**config.mk**
```make
export PLATFORM = sky130hd
export DESIGN_NAME = popcount_accumulator
export DESIGN_NICKNAME = d
export VERILOG_FILES = /design/src/rtl/popcount_accumulator.sv
export SDC_FILE = /design/constraint.sdc
export NUM_CORES = 1
export LEC_CHECK = 0
export BUFFER_PORTS_ARGS = -buffer_cell sky130_fd_sc_hd__buf_2
export CORE_ASPECT_RATIO = 2
export CORE_UTILIZATION = 55
export CTS_CLUSTER_SIZE = 10
export DETAILED_ROUTE_END_ITERATION = 12
export GPL_ROUTABILITY_DRIVEN = 0
export GPL_TIMING_DRIVEN = 0
export PLACE_DENSITY_LB_ADDON = 0.2
export SLEW_MARGIN = 20
export SYNTH_ARGS = -nofsm -noshare
export SYNTH_HDL_FRONTEND = slang
export SYNTH_SLANG_ARGS = --single-unit
```
**constraint.sdc**
```tcl
create_clock -name clock -period 5.14 [get_ports clock]
set_input_delay 0.771 -clock clock [delete_from_list [all_inputs] [get_ports clock]]
set_output_delay 0.771 -clock clock [all_outputs]
set_load 0.01 [all_outputs]
```
**src/rtl/popcount_accumulator.sv**
```systemverilog
// Popcount accumulator: sums set bits and word counts per frame,
// saturating, with a one-deep result register behind a valid/ready handshake.
module popcount_accumulator #(
  parameter int DATA_WIDTH  = 8,
  parameter int TOTAL_WIDTH = 16,
  parameter int WORDS_WIDTH = 8
) (
  input  logic                   clock,
  input  logic                   reset,
  input  logic                   in_valid,
  output logic                   in_ready,
  input  logic [DATA_WIDTH-1:0]  in_data,
  input  logic                   in_last,
  output logic                   out_valid,
  input  logic                   out_ready,
  output logic [TOTAL_WIDTH-1:0] out_total,
  output logic [WORDS_WIDTH-1:0] out_words,
  output logic                   out_saturated
);

  localparam int CW  = $clog2(DATA_WIDTH + 1);
  localparam int TW1 = TOTAL_WIDTH + 1;
  localparam int WW1 = WORDS_WIDTH + 1;

  typedef enum logic {ACCUMULATE, HOLD} state_e;

  state_e                 state_q, state_d;
  logic                   first_q, first_d;
  logic [TOTAL_WIDTH-1:0] total_q, total_d;
  logic [WORDS_WIDTH-1:0] words_q, words_d;
  logic                   sat_q, sat_d;
  logic [TOTAL_WIDTH-1:0] out_total_q, out_total_d;
  logic [WORDS_WIDTH-1:0] out_words_q, out_words_d;
  logic                   out_sat_q, out_sat_d;

  logic [CW-1:0]          cnt;
  logic [TOTAL_WIDTH-1:0] base_t, new_t;
  logic [WORDS_WIDTH-1:0] base_w, new_w;
  logic                   base_s, new_s;
  logic [TW1-1:0]         sum_t;
  logic [WW1-1:0]         sum_w;
  logic                   in_xfer, out_xfer;

  assign out_valid     = (state_q == HOLD);
  assign in_ready      = (state_q == ACCUMULATE) || out_ready;
  assign in_xfer       = in_valid && in_ready;
  assign out_xfer      = out_valid && out_ready;
  assign out_total     = out_total_q;
  assign out_words     = out_words_q;
  assign out_saturated = out_sat_q;

  // Number of set bits in the incoming word.
  always_comb begin
    cnt = '0;
    for (int i = 0; i < DATA_WIDTH; i++) begin
      cnt = cnt + CW'(in_data[i]);
    end
  end

  // Running sums including the incoming word; a frame start restarts from zero.
  always_comb begin
    base_t = first_q ? '0 : total_q;
    base_w = first_q ? '0 : words_q;
    base_s = first_q ? 1'b0 : sat_q;
    sum_t  = {1'b0, base_t} + TW1'(cnt);
    sum_w  = {1'b0, base_w} + WW1'(1);
    new_t  = sum_t[TOTAL_WIDTH] ? '1 : sum_t[TOTAL_WIDTH-1:0];
    new_w  = sum_w[WORDS_WIDTH] ? '1 : sum_w[WORDS_WIDTH-1:0];
    new_s  = base_s | sum_t[TOTAL_WIDTH] | sum_w[WORDS_WIDTH];
  end

  // Next state: consume words, publish on last, release on output transfer.
  always_comb begin
    state_d     = state_q;
    first_d     = first_q;
    total_d     = total_q;
    words_d     = words_q;
    sat_d       = sat_q;
    out_total_d = out_total_q;
    out_words_d = out_words_q;
    out_sat_d   = out_sat_q;
    if (out_xfer) begin
      state_d = ACCUMULATE;
    end
    if (in_xfer) begin
      total_d = new_t;
      words_d = new_w;
      sat_d   = new_s;
      first_d = in_last;
      if (in_last) begin
        out_total_d = new_t;
        out_words_d = new_w;
        out_sat_d   = new_s;
        state_d     = HOLD;
      end
    end
  end

  // State registers with synchronous reset taking priority over transfers.
  always_ff @(posedge clock) begin
    if (reset) begin
      state_q     <= ACCUMULATE;
      first_q     <= 1'b1;
      total_q     <= '0;
      words_q     <= '0;
      sat_q       <= 1'b0;
      out_total_q <= '0;
      out_words_q <= '0;
      out_sat_q   <= 1'b0;
    end else begin
      state_q     <= state_d;
      first_q     <= first_d;
      total_q     <= total_d;
      words_q     <= words_d;
      sat_q       <= sat_d;
      out_total_q <= out_total_d;
      out_words_q <= out_words_d;
      out_sat_q   <= out_sat_d;
    end
  end

endmodule

```
==> metrics <==
DP Area=about 3200 um2; initial antenna violation count=0; global-route wire length before repair=12500 um; worst skew pair latency=~320 ps; area grow syn2layout=12.3%; Max Fclk=around 230 MHz; Congestion Overflow GR=0; dpl hpwl=between 5000 and 6000 um; critical path launch point=first_q; critical path type=reg -> reg; combinational power share=18.4%; CP Cell Sequence=buf_6 -> clkinv_1 -> clkbuf_1 -> nand2_1 -> fa_1 -> fa_1 -> fa_1 -> inv_1 -> fa_1 -> nand3_1 -> nand2_1 -> clkbuf_1 -> and4_1 -> mux2i_1 -> o31ai_1; worst r2r path cells=15; CTS tree=built; mapped cell area=2910 um2; max-slew violations=0; FF-to-FF End=out_total[14]; Post-synth EDFFs=0; yosys warns=0; Max H-tree Level=2; area of the multi-input gates=around 1700 um2; placement row count=37; Top Family by Delay on Critical Path=adder cells; vias in the first global route=~2700; vias post-DR=around 2800; Pint=roughly 590 uW; synthesized flop and latch total=52; Non-Filler Cell Area, Final=about 3300 um2; worst slew pin tran=600 ps; Final min period=between 4000 and 5000 ps; total global routing track utilization=30.5%; Worst EP required=around 5300 ps; Tcrit/Tclk final=a little under nine tenths; DR WL/cell=~17 um; clock share of power=approximately 30%; Reg clk slew, reported paths=about 100 ps; ys async rst share=0%; Die Y=105 um; residual DRC count=0; most common library cell in the layout ignoring fill and taps=dfxtp_1; vias per inst=between 6 and 7; nets@finish=approximately 420; IO Pins=40; Critical Path Sink=out_total[14]; clock sinks=52; RSZ-0062 raised after global routing=false; Overall Power=about 840 uW; pin count of the biggest net entering global routing=15; Critical Path Source Type=flop; switching power=~240 uW; Leak=~0.0014 uW; Final setup viols=0; commonest non-fill, non-tap cells in the layout=52 x dfxtp_1, 45 x buf_2, 41 x nor2_1, 33 x nand2_1; VDD IR max=~0.00027 V; cts hold-fix bufs=0; Flop pwr share=51.7%; fill count=roughly 470; register area=~1000 um2; Final ANT Viol Nets=0; # diodes=0; Total Negative Setup Slacks=0 ps; Post-CTS Setup Bufs=0; Synth Flop Type=dfxtp_1; Slowest-stage cell, CP=fa_1; 1st-iter DRT viols=122; clk root buf=clkbuf_8; Seq/Total Area, Yosys=between 30% and 40%; worst rel slew slack=approximately three fifths; Clock Skews=around 8 ps; Worst R2R Setup Slack=710 ps; post-CTS sizing=0; Switching Fraction=29.3%; Core ar.=5090 um2; share of layout cells above drive strength 1=15.5%; worst hold path class=reg -> reg; status=completed; Port Buf Inserts=39; Mapped Nets=~370; Die ar.=around 5600 um2; Total Wirelength=~7700 um; Worst R2R Start=first_q; cell mode on critical path=fa_1; Pre-antenna DRT Iters=4; Final Hold Vio Count=0; Yosys cell types=60; Max-cap violations=0; crit path max fanout=10; Power Density=256 nW/um2; chip width=53.4 um; crit path buf inv count=5; CTS buffer count=5; Syn Inst Count=~350; Worst Path Arrival=~4600 ps; clock buffer depth=2; Starting Density=57.1%; kind of end point of the critical path=flop; Avg Inst Size Synth=about 8.4 um2; DP Cell Count=between 400 and 500; Final Non-Filler Cells=~450; worst stage delay on the critical path=roughly 530 ps; Critical Path Stages=15; fin util=around 64%
-- how the worst min path moves through the flow --
stage	slack, ps	startpoint	cells past startpoint	to
3_5_place_dp	440	out_words[3]	2	out_words[3]
6_report	450	out_total[10]	2	out_total[10]
4_1_cts	460	out_words[3]	2	out_words[3]
3_3_place_gp	430	out_total[12]	2	out_total[12]
5_1_grt	480	sat_q	2	sat_q
2_1_floorplan	430	sat_q	2	sat_q
-- logic make-up (layout without fill, tap and decap cells) --
logic type / Yosys count / in the layout / share of synthesized area (%)
muxes: 5 / 5 / 1.72
adders and majority gates: 12 / 12 / 6.45
xor gates and xnor gates: 9 / 9 / 2.71
AOI/OAI and AO/OA: 103 / 103 / 24.2
and+or+nand+nor: 130 / 130 / 24.0
DFF: 52 / 52 / 35.8
buffers and inverters: 36 / 83 / 5.16
-- routing by layer --
layer	wire (um)	vias up	GRT usage (%)
li1	-	1351	-
met1	3050	1317	33.6
met2	4130	69	51.4
met3	266	19	4.95
met4	274	0	18.2
met5	0	-	0
-- Yosys cell counts (4+ instances only) --
master	n	area [um2]
inv_1	11	41.3
nand2_1	33	124
o21ai_0	19	95.1
a211oi_1	22	165
nor2b_1	10	62.6
clkbuf_1	16	60.1
buf_2	6	30.0
xnor2_1	7	61.3
fa_1	5	100
and2_1	4	25.0
ha_1	7	87.6
a21oi_1	22	110
nor2_1	41	154
nand3_1	8	40.0
dfxtp_1	52	1040
mux2i_1	5	50.1
nor3_1	8	40.0
-- worst register-to-register path: cells and delay by family (launching register included) --
kind                       cells  cell delay, ps
adders and majority gates      4            1580
buffers and inverters          5            1210
and+or+nand+nor                4             710
muxes                          1             350
DFF                            1             340
AOI/OAI and AO/OA              1             100
-- final cells by class --
| class | count | area share [%] |
|---|---|---|
| Sequential cell | 52 | 31.9 |
| Inverter | 13 | 1.49 |
| Multi-Input combinational cell | 259 | 52.6 |
| Clock buffer | 8 | 2.76 |
| Tap cell | 58 | 2.22 |
| Buffer | 23 | 3.10 |
| Timing Repair Buffer | 39 | 5.97 |
-- power groups by stage --
stage | registers [uW] | logic, uW | clock network, uW
after global routing | 434 | 169 | 263
after global placement | 440 | 149 | 0
after detailed placement | 441 | 153 | 0
final | 432 | 154 | 250
after CTS | 432 | 154 | 250
after floorplan | 445 | 99.0 | 0
-- metrics by stage --
step	worst slack, ps	hold WS [ps]
after floorplan	1110	430
after global placement	563	430
after detailed placement	522	443
after CTS	763	456
after global routing	498	483
final	712	455
-- sequential cells by signal, summed over array words and instances, names as in the netlist --
name	flops
first_q	1
out_saturated	1
out_total	16
out_valid	1
out_words	8
sat_q	1
total_q	16
words_q	8
No activity file was read; power rests on OpenSTA's default activity.
